[config.mk]
export PLATFORM = sky130hd
export DESIGN_NAME = osd_cmd_tx
export DESIGN_NICKNAME = d
export VERILOG_FILES = /design/src/rtl/osd_cmd_tx.sv
export SDC_FILE = /design/constraint.sdc
export NUM_CORES = 1
export LEC_CHECK = 0
export ABC_AREA = 1
export CAP_MARGIN = 20
export CELL_PAD_IN_SITES_DETAIL_PLACEMENT = 0
export CELL_PAD_IN_SITES_GLOBAL_PLACEMENT = 1
export CORE_MARGIN = 8
export CORE_UTILIZATION = 39
export CTS_BUF_LIST = sky130_fd_sc_hd__clkbuf_8
export DETAILED_ROUTE_END_ITERATION = 7
export GPL_TIMING_DRIVEN = 0
export HOLD_SLACK_MARGIN = 0.15
export PLACE_DENSITY_LB_ADDON = 0.1
export REMOVE_ABC_BUFFERS = 1
export SYNTH_ARGS = -nofsm -noshare
export SYNTH_HDL_FRONTEND = slang
export SYNTH_SLANG_ARGS = --single-unit
export TNS_END_PERCENT = 1
[constraint.sdc]
create_clock -name clk -period 3 [get_ports clk]
set_input_delay 0.75 -clock clk [delete_from_list [all_inputs] [get_ports clk]]
set_output_delay 0.75 -clock clk [all_outputs]
set_load 0.005 [all_outputs]
[src/rtl/osd_cmd_tx.sv]
// osd_cmd_tx: paces high-level OSD requests onto the 16-bit osd_command bus.
// Every word is held for HOLD_CYCLES clocks. A 16'h0000 spacer is inserted
// whenever the next word would equal the value already on the bus, because
// the overlay only reacts to a change of bus value.
//
//   state | meaning
//   ------+-----------------------------------------------------------------
//   IDLE  | ready for a request; osd_command keeps the last emitted word
//   HOLD  | a word or spacer is on the bus; hold_cnt counts its cycles
//   LOAD  | not a register state: folded into the IDLE/HOLD exit so that the
//         | next word (or spacer) appears on the very next cycle
module osd_cmd_tx #(
  parameter int HOLD_CYCLES = 4
) (
  input  logic        clk,
  input  logic        reset,
  input  logic        req_valid,
  output logic        req_ready,
  input  logic [2:0]  req_op,
  input  logic [4:0]  req_x,
  input  logic [4:0]  req_y,
  input  logic [7:0]  req_char,
  input  logic [7:0]  req_attr,
  input  logic [7:0]  req_data,
  output logic [15:0] osd_command,
  output logic        busy
);

  localparam logic [1:0] IDLE = 2'd0;
  localparam logic [1:0] HOLD = 2'd1;

  localparam logic [2:0] OP_SET_OVERLAY = 3'd0;
  localparam logic [2:0] OP_SET_POPUP   = 3'd1;
  localparam logic [2:0] OP_PUT_CHAR    = 3'd2;
  localparam logic [2:0] OP_FONT_RESET  = 3'd3;
  localparam logic [2:0] OP_FONT_BYTE   = 3'd4;

  localparam logic [7:0] HOLD_LAST = 8'(HOLD_CYCLES - 1);

  logic [1:0]  state;
  logic [1:0]  idx_q;
  logic [7:0]  hold_cnt;
  logic        spacer;

  logic [2:0]  op_q;
  logic [4:0]  x_q;
  logic [4:0]  y_q;
  logic [7:0]  char_q;
  logic [7:0]  attr_q;
  logic [7:0]  data_q;

  logic        load_en;
  logic [15:0] load_word;
  logic [1:0]  nxt_idx;
  logic [1:0]  last_idx;
  logic        hold_done;

  // Word idx of the sequence for a given op; upper byte is never zero for a real word.
  function automatic logic [15:0] op_word(
    input logic [2:0] op,
    input logic [1:0] idx,
    input logic [4:0] x,
    input logic [4:0] y,
    input logic [7:0] ch,
    input logic [7:0] at,
    input logic [7:0] d
  );
    logic [15:0] w;
    w = 16'h0000;
    case (op)
      OP_SET_OVERLAY: w = {8'd1, 7'b0, d[0]};
      OP_SET_POPUP:   w = {8'd2, 7'b0, d[0]};
      OP_PUT_CHAR: begin
        case (idx)
          2'd0:    w = {8'd16, 3'b0, x};
          2'd1:    w = {8'd17, 3'b0, y};
          2'd2:    w = {8'd18, ch};
          default: w = {8'd19, at};
        endcase
      end
      OP_FONT_RESET:  w = 16'h2001;
      OP_FONT_BYTE:   w = {8'd33, d};
      default:        w = 16'h0000;
    endcase
    return w;
  endfunction

  assign req_ready = (state == IDLE);
  assign busy      = ~req_ready;
  assign last_idx  = (op_q == OP_PUT_CHAR) ? 2'd3 : 2'd0;
  assign hold_done = (hold_cnt == HOLD_LAST);

  // Decide whether a word is loaded this cycle and which one (merged LOAD step).
  always_comb begin
    load_en   = 1'b0;
    load_word = 16'h0000;
    nxt_idx   = idx_q;
    case (state)
      IDLE: begin
        if (req_valid && (req_op <= OP_FONT_BYTE)) begin
          load_en   = 1'b1;
          nxt_idx   = 2'd0;
          load_word = op_word(req_op, 2'd0, req_x, req_y, req_char, req_attr, req_data);
        end
      end
      default: begin
        if (hold_done) begin
          if (spacer) begin
            load_en   = 1'b1;
            load_word = op_word(op_q, idx_q, x_q, y_q, char_q, attr_q, data_q);
          end else if (idx_q != last_idx) begin
            load_en   = 1'b1;
            nxt_idx   = idx_q + 2'd1;
            load_word = op_word(op_q, idx_q + 2'd1, x_q, y_q, char_q, attr_q, data_q);
          end
        end
      end
    endcase
  end

  // Sequencer: drive word or spacer, count the hold time, return to IDLE when done.
  always_ff @(posedge clk) begin
    if (reset) begin
      state       <= IDLE;
      idx_q       <= 2'd0;
      hold_cnt    <= 8'd0;
      spacer      <= 1'b0;
      osd_command <= 16'h0000;
    end else if (load_en) begin
      state    <= HOLD;
      idx_q    <= nxt_idx;
      hold_cnt <= 8'd0;
      if (load_word == osd_command) begin
        osd_command <= 16'h0000;
        spacer      <= 1'b1;
      end else begin
        osd_command <= load_word;
        spacer      <= 1'b0;
      end
    end else if (state == HOLD) begin
      if (hold_done) begin
        state <= IDLE;
      end else begin
        hold_cnt <= hold_cnt + 8'd1;
      end
    end
  end

  // Snapshot the request fields at acceptance so later input changes are ignored.
  always_ff @(posedge clk) begin
    if (reset) begin
      op_q   <= 3'd0;
      x_q    <= 5'd0;
      y_q    <= 5'd0;
      char_q <= 8'd0;
      attr_q <= 8'd0;
      data_q <= 8'd0;
    end else if (req_ready && req_valid) begin
      op_q   <= req_op;
      x_q    <= req_x;
      y_q    <= req_y;
      char_q <= req_char;
      attr_q <= req_attr;
      data_q <= req_data;
    end
  end

endmodule

==> metrics, run 1 <==
Setup crit start kind=input pin; WL final=roughly 10000 microns; layout net count=647; I/O pin count=just under 60; final hold violations=0; die outline area=12600 sq um; Power, Total=just over 2 mW; largest family of logic cells by synthesized area=simple AND/OR/NAND/NOR gates; Syn Area/Cell=6.52 sq um; Die Span Y=112 microns; CP cell instances=clkdlybuf4s50_1 > inv_1 > nor2_4 > nand4_1 > nand3_1 > nand4_1 > nor2_2 > nand3_4 > nand3_2 > nand2_1; CP delay by family, top=simple AND/OR/NAND/NOR gates; # diodes=0; Yosys cell types=39; Skew-Pair Late Insertion Delay=0.34 ns; status=finished clean; Tmin final=roughly 2.8 ns; drt first pass iters=4; TritonCTS clock tree=built; layout cells sized above 1=10.6%; CTS Hold Buffers Added=0; chip width=approximately 110 microns; design area=roughly 4400 sq um; PortBufs=53; Critical-path top delay cell=nor2_4; buffers plus inverters on the worst setup path=2; maxcap violations=0; Synth Area in Adders=2.76%; WP data arrival=roughly 3.0 ns; XOR/XNOR Fraction of Synth Area=0.724%; H-tree levels=3; Clock Pin Slew Worst Setup and Hold Paths=roughly 0.060 ns; period utilisation layout=around 92%; total gr overflow=0; critical path required time=3.22 ns; YS warnings=0; core area=approximately 9000 sq um; clk buf depth=2; detailed-route DRC error count=0; Routed WL per cell=14.3 microns; worst-margin pin slew=~0.94 ns; WS Path Type=in2reg; hold crit path type=reg2reg; Final Max Tran Viols=0; maximum VDD drop=about 0.25 mV; flops & latches, synth=61; Starting Density=39.7%; multiplexer share of the synthesized area=0%; Mapped Cells=approximately 560; P&R area growth vs syn=21.3%; post-synthesis compound-gate area fraction=approximately an eighth; Max FO, Critical Path=24; Post-CTS Repair Setup Buffers=0; vias in the first global route=roughly 3500; total CTS buffers=9; GP Congestion=slightly below 0.8; cell area after synthesis=3630 sq um; Crit. End Element=register; maximum number of pins on one net before global-route repair=~50; clk_skew=0.0132 ns; initial antenna violation count=0; fmax=361 MHz; Leak=about 1.9 nW; global-route wire length before repair=about 17000 microns; post-route core utilization=between 40% and 50%; Cell Rows=35; area leader, netlist=dfxtp_1; Root Buffer Master=clkbuf_8; post-route ant nets=0; Via density=slightly above 5; sequential fraction of the synthesis area=between 30% and 40%; gr usage total=around 16%; Area contributors post-synth=dfxtp_1 (34%), nand2_1 (16%), nor2_1 (8.4%); area share of the largest cell type after synthesis=around a third; overall via count from detail_route=~3600; most frequent CP cell=nand4_1; Power Dens Cells=approximately 470 nW/um^2; slowest stage delay, CP=around 0.54 ns; hpwl dp=7210 microns; simple-gate portion of the synthesized area=41.8%; Starting DRT DRC Count=~210; RSZ-0062 raised after global routing=no; slew margin rel.=between 30% and 40%; post-place instance area=4180 sq um; clock sink count=61; endpoints failing setup=0
==> kinds of logic (layout without fill, tap and decap cells) <==
kind of cell	count (synthesis)	in the layout
AO/OA/AOI/OAI	85	85
XOR/XNOR	3	3
adder cells (fa/ha/maj)	8	8
buffers and inverters	70	113
flip-flops	61	61
other	1	4
AND/OR/NAND/NOR	329	330
==> cells in the final DEF (no fill, tap or decap), types with 2 or more instances in the layout <==
cell type	instances
dfxtp_1	61
nor2_4	4
nor3b_1	2
nor2_1	79
ha_1	8
inv_1	35
clkbuf_8	10
inv_2	9
o21ai_0	47
nor2_2	7
nand3_1	44
nand3_2	11
clkdlybuf4s50_1	53
clkinv_2	3
nand4_1	9
nand3_4	2
a211oi_1	2
a21oi_1	28
nand3b_1	4
nor3_1	5
nand2_1	150
o211ai_1	2
nand2_2	7
conb_1	4
xor2_1	3
==> power by group <==
| group | leakage, nW | switching [mW] | internal (mW) |
|---|---|---|---|
| Sequential | 0.501 | 0.0544 | 0.863 |
| Combinational | 1.29 | 0.257 | 0.160 |
| Clock | 0.105 | 0.335 | 0.398 |
| Total | 1.90 | 0.647 | 1.42 |
==> cell usage after synthesis <==
library cell	n
inv_2	8
buf_1	1
buf_2	8
nor3_1	5
dfxtp_1	61
nand2_2	7
nand3_4	1
nor2_2	5
o21ai_1	1
ha_1	8
o22ai_2	1
clkinv_1	1
o211ai_1	2
nor2_1	81
nor3_2	1
nand4_2	1
nor3b_1	2
conb_1	1
nor2_4	3
nand2_4	1
clkbuf_1	12
xor2_1	3
nand4_1	9
a211oi_1	2
or4_1	1
o21ai_0	48
nand3b_1	4
nor3_4	1
a21oi_4	1
buf_4	4
a31oi_1	1
a21oi_1	28
nand3_1	45
inv_1	34
nand3_2	11
buf_6	2
nand2_1	150
o22ai_1	1
or2_2	1
==> registers in the layout, indices dropped and copies added, names as in the netlist <==
signal	count
data_q	8
spacer	1
op_q	3
idx_q	2
attr_q	8
osd_command	12
state	1
hold_cnt	8
y_q	5
x_q	5
char_q	8
==> per-layer routing <==
metal	GRT usage [%]	wire (microns)	up-vias
met1	20.6	4850	1661
met2	27.3	4820	63
met3	4.46	460	6
met5	0	0	-
met4	4.59	91	0
li1	-	-	1889
==> worst register-to-register path, cell delays in order (launching register included) <==
cell	delay, ns
dfxtp_1	0.40
inv_1	0.18
ha_1	0.51
o21ai_0	0.19
o21ai_0	0.28
nand3_1	0.17
nand3_1	0.10
nand4_1	0.11
nor2_2	0.19
nand3_4	0.25
nand3_2	0.12
nand2_1	0.07
==> metrics by stage <==
stage	cells	TNS (ns)	setup slack [ns]	hold slack, ns
after CTS	713	-0.000570	-0.000570	0.466
after detailed placement	697	-30.54	-0.799	0.456
after global placement	697	-117.89	-2.80	0.453
final	715	0	0.227	0.462
after global routing	715	0	0.00597	0.492
after floorplan	533	-19.44	-0.625	0.435
==> area by class of cell <==
| cell class | instances | area, sq um |
|---|---|---|
| clock inverter | 6 | 55.1 |
| tap | 111 | 139 |
| fill | 950 | 4750 |
| sequential | 61 | 1220 |
| inverter | 43 | 163 |
| clock buffer | 10 | 138 |
| multi-input combinational | 430 | 2150 |
| timing repair buffer | 54 | 538 |
==> timing repair <==
| item | CTS | global route |
|---|---|---|
| endpoints found under the setup margin | 45 | 45 |
| cloned | 0 | 1 |
| pin swaps | 1 | 1 |
| resized for setup | 6 | 0 |
==> worst paths after layout <==
| path | cells after the start | slack, ns | from | to |
|---|---|---|---|---|
| worst max-delay path | 10 | 0.23 | req_valid | osd_command[6] |
| worst min-delay path | 2 | 0.46 | data_q[5] | data_q[5] |
| worst max register to register | 11 | 0.30 | idx_q[1] | osd_command[6] |
| worst min register to register | 2 | 0.46 | data_q[5] | data_q[5] |
Note: power is estimated with default switching activity, not from simulation.
==> run 2, diff against run 1 <==
==> constraint.sdc (replaced) <==
create_clock -name clk -period 2.9 [get_ports clk]
set_input_delay 0.725 -clock clk [delete_from_list [all_inputs] [get_ports clk]]
set_output_delay 0.725 -clock clk [all_outputs]
set_load 0.005 [all_outputs]
==> run 2 against run 1 <==
Final cell count grew 0.14%. Clock power grew 3.3%. Wire length grew 0.48%. Total power grew 3.4%. Count of clock-buffer cells in the layout is the same. Core utilization is essentially flat. Setup slack lost 0.036 ns. Register-to-register slack is essentially flat. Critical path type unchanged. Global-route usage grew 0.60 points.
==> metrics, run 2 (same netlist as run 1, synthesis figures left out) <==
status=finished clean; setup TNS=0 ns; maxcap violations=0; TritonCTS clock tree=built; Max FO, Critical Path=13; Post-CTS Repair Setup Buffers=0; maximum VDD drop=between 0.2 and 0.25 mV; endpoints failing setup=0; post-route core utilization=approximately 48%; critical path required time=roughly 3.1 ns; slowest stage delay, CP=0.48 ns; Filler cells=about 950; DR WL met3=between 400 and 500 microns; global-route wire length before repair=between 15000 and 20000 microns; Skew-Pair Late Insertion Delay=roughly 0.34 ns; core area=approximately 9200 sq um; Die Span Y=about 110 microns; clock sink count=just over 60; chip width=between 100 and 150 microns; WP data arrival=roughly 2.9 ns; worst-margin pin slew=roughly 1 ns; detailed-route DRC error count=0; P&R area growth vs syn=21.3%; Power Dens Cells=~490 nW/um^2; Leak=1.89 nW; I/O pin count=58; total gr overflow=0; slew margin rel.=34.2%; area of the multi-input gates=2150 sq um; uppermost layer routed=met4; Tmin final=between 2 and 3 ns; hold crit path type=reg2reg; # diodes=0; GP Congestion=between 0.7 and 0.8; met2 wire length=~4800 microns; Setup crit start kind=input pin; Cell Rows=35; WS Path Type=in2reg; total CTS buffers=9; WL final=between 10000 and 15000 microns; Critical-path top delay cell=clkdlybuf4s50_1; buffers plus inverters on the worst setup path=1; die outline area=~13000 sq um; fmax=roughly 370 MHz; Hold WS=0.463 ns; commonest non-fill, non-tap cells in the layout=nand2_1 (150), nor2_1 (80), dfxtp_1 (60); most frequent CP cell=nand2_1; commonest non-fill, non-tap cell in the layout=nand2_1; final hold violations=0; overall via count from detail_route=3609; Root Buffer Master=clkbuf_8; CP delay by family, top=simple AND/OR/NAND/NOR gates; Via density=slightly above 5; Final Max Tran Viols=0; Routed WL per cell=approximately 14 microns; Largest register FFs=12; DRT met1 WL=~4800 microns; layout cells sized above 1=approximately 11%; Crit. End Element=register; PortBufs=53; maximum number of pins on one net before global-route repair=around 50; CP cell instances=clkdlybuf4s50_1 > nor2_1 > o21ai_0 > nor2_1 > nand2_1 > nand2_2 > nand2_1 > nand2_1 > nand2_1 > nor2_2 > nand3_4 > nand3_2 > nand2_1; clk_skew=0.0149 ns; initial antenna violation count=0; gr usage total=approximately 17%; post-route ant nets=0; Starting DRT DRC Count=246; hpwl dp=about 7000 microns; vias in the first global route=around 3600; Reg area=roughly 1200 sq um; Starting Density=about two fifths; period utilisation layout=approximately 93%; most flop-heavy register=osd_command; drt first pass iters=4; Power, Total=~2.1 mW; clk buf depth=2; Clock Pin Slew Worst Setup and Hold Paths=0.06 ns; layout net count=approximately 650; H-tree levels=3; CTS Hold Buffers Added=0
==> run 2: changes by cell type in the layout (fill, tap and decap cells not counted), sizes merged <==
cell,change
nor2,+1
==> run 2: layer usage <==
layer / vias to the layer above / track usage, %
li1: 1891 / -
met1: 1646 / 21.4
met2: 64 / 28.1
met3: 8 / 4.40
met4: 0 / 5.31
met5: - / 0
==> run 2: path summary, 6_finish.rpt <==
path,from,end,slack [ns],depth (start not counted)
max,req_op[0],osd_command[6],0.19,13
min,data_q[5],data_q[5],0.46,2
max reg2reg,idx_q[1],osd_command[6],0.30,11
min reg2reg,data_q[5],data_q[5],0.46,2
==> run 2: worst min-delay path, stage by stage (launching register included) <==
cell and delay, ns:
dfxtp_1 0.31, nand2_1 0.06, a21oi_1 0.05
==> run 2: layout make-up <==
class | instances | area share, %
timing repair buffer | 54 | 12.2
inverter | 43 | 3.69
clock buffer | 10 | 3.13
multi-input combinational | 431 | 48.8
sequential | 61 | 27.8
tap | 111 | 3.15
clock inverter | 6 | 1.25
==> run 2: what timing repair did <==
action | in CTS | in global routing
resized for setup | 2 | 3
gates cloned | 2 | 0
pin swaps | 1 | 0
setup endpoints to repair | 45 | 13
==> run 2: per-stage QoR <==
stage               setup WS (ns)  instance area (sq um)  instances
floorplan                  -0.700                   3500        533
global placement            -2.88                   4170        697
detailed placement         -0.874                   4180        697
CTS                        0.0247                   4390        715
global route             -0.00241                   4400        716
finish                      0.190                   4400        716
==> run 2: where the power goes <==
part	internal [mW]	switching [mW]	leakage [nW]
clock	0.411	0.346	0.105
sequential	0.893	0.0572	0.502
combinational	0.166	0.265	1.29
total	1.47	0.668	1.89
==> run 3, diff against run 2 <==
==> constraint.sdc (replaced) <==
create_clock -name clk -period 2.9 [get_ports clk]
set_input_delay 0.29 -clock clk [delete_from_list [all_inputs] [get_ports clk]]
set_output_delay 0.29 -clock clk [all_outputs]
set_load 0.005 [all_outputs]
==> run 3 against run 2 <==
Clock power increased by 1%. Sequential cell count unchanged. Global-route usage decreased by 0.58 points. First-iteration DRC count decreased by 15%. Final cell count decreased by 0.14%. Fmax increased by 4.6%. Clock skew decreased by 0.00086 ns. Total power increased by 0.24%.
==> metrics, run 3 (same netlist as run 1, synthesis figures left out) <==
total CTS buffers=9; slowest stage delay, CP=approximately 0.41 ns; critical path required time=3.13 ns; # diodes=0; post-route ant nets=0; worst-margin pin slew=between 0.9 and 1 ns; gr usage total=16.5%; WS Path Type=reg2reg; Hold WS=0.462 ns; most frequent CP cell=nand3_1; Critical-path top delay cell=dfxtp_1; RSZ-0062 raised after global routing=no; final hold violations=0; Routed WL per cell=roughly 14 microns; most flop-heavy register=osd_command; fmax=approximately 390 MHz; WL final=a little over 10000 microns; maximum VDD drop=between 0.2 and 0.3 mV; endpoints failing setup=0; layout cells sized above 1=10.6%; clk buf depth=2; Cell Rows=35; I/O pin count=a little under 60; layout net count=approximately 650; commonest non-fill, non-tap cell in the layout=nand2_1; Leak=roughly 1.9 nW; commonest non-fill, non-tap cells in the layout=nand2_1 (150), nor2_1 (80), dfxtp_1 (60); WP data arrival=around 2.8 ns; chip width=around 110 microns; CP cell instances=inv_1 > ha_2 > o21ai_0 > o21ai_0 > nand3_1 > nand3_1 > nand4_1 > nor2_1 > nand3_4 > nand3_1 > nand2_1; Max FO, Critical Path=14; Starting Density=just under 40%; Tmin final=2.59 ns; vias in the first global route=between 3000 and 4000; Filler cells=950; Largest register FFs=12; final std cells w/o fill=around 720; clk_skew=between 0.01 and 0.015 ns; H-tree levels=3; global-route wire length before repair=17100 microns; drt first pass iters=4; die outline area=12600 sq um; Skew-Pair Late Insertion Delay=0.35 ns; period utilisation layout=between 80% and 90%; Final Max Tran Viols=0; Crit. End Element=register; GP Congestion=between 0.7 and 0.8; Setup crit start kind=register; setup TNS=0 ns; hold crit path type=reg2reg; initial antenna violation count=0; overall via count from detail_route=3607; CTS Hold Buffers Added=0; slew margin rel.=~36%; Via density=5.04; status=finished clean; Clock Pin Slew Worst Setup and Hold Paths=about 0.08 ns; Die Span Y=112 microns; detailed-route DRC error count=0; PortBufs=53; TritonCTS clock tree=built; Starting DRT DRC Count=approximately 210; clock sink count=a little over 60; Root Buffer Master=clkbuf_8; total gr overflow=0; Power Dens Cells=just under 500 nW/um^2; maxcap violations=0; P&R area growth vs syn=21.2%; core area=9150 sq um; maximum number of pins on one net before global-route repair=49; placed instance count=~700; hpwl dp=between 7000 and 8000 microns
run 3: worst max-delay path: cells and delay by family (launching register included):
family / cells / cell delay, ns
AO/OA/AOI/OAI: 2 / 0.41
adder cells (fa/ha/maj): 1 / 0.38
buffers and inverters: 1 / 0.18
flip-flops: 1 / 0.41
AND/OR/NAND/NOR: 7 / 1.09
run 3: per-layer routing:
layer  up-vias  GRT usage, %  wire length, microns
met3         8          4.46                   454
met5         -             0                     0
li1       1890             -                     -
met2        61          27.5                  4810
met1      1648          20.5                  4860
met4         0          4.59                   100
run 3: layout make-up:
type	count	area (sq um)	area share (%)
Clock inverter	6	55.1	1.25
Multi-Input combinational cell	430	2140	48.7
Inverter	43	163	3.70
Timing Repair Buffer	54	538	12.2
Clock buffer	10	138	3.13
Tap cell	111	139	3.16
Sequential cell	61	1220	27.8
run 3: timing repair:
item | in CTS | in global routing
pin swaps | 0 | 1
buffers inserted | 0 | 0
resized for setup | 2 | 3
endpoints found under the setup margin | 13 | 13
endpoints found under the hold margin | 0 | 0
gates cloned | 0 | 1
run 3: final timing paths:
check | start | endpoint | slack [ns] | depth (start not counted)
max | idx_q[1] | osd_command[1] | 0.31 | 11
min | data_q[5] | data_q[5] | 0.46 | 2
max reg2reg | idx_q[1] | osd_command[1] | 0.31 | 11
min reg2reg | data_q[5] | data_q[5] | 0.46 | 2
run 3: through the flow:
step | worst slack, ns | util (%) | cell area (sq um) | total power [mW]
floorplan | -0.380 | - | 3500 | 1.22
global placement | -2.44 | 45.6 | 4170 | 1.38
detailed placement | -0.439 | 45.6 | 4180 | 1.39
CTS | 0.00878 | 47.8 | 4370 | 2.15
global route | 0.0391 | 48.1 | 4400 | 2.26
finish | 0.310 | 48.1 | 4400 | 2.14
run 3: power by group:
| group | leakage (nW) | internal, mW | switching [mW] |
|---|---|---|---|
| Sequential | 0.502 | 0.893 | 0.0562 |
| Clock | 0.105 | 0.411 | 0.353 |
| Combinational | 1.29 | 0.166 | 0.264 |
| Total | 1.89 | 1.47 | 0.673 |
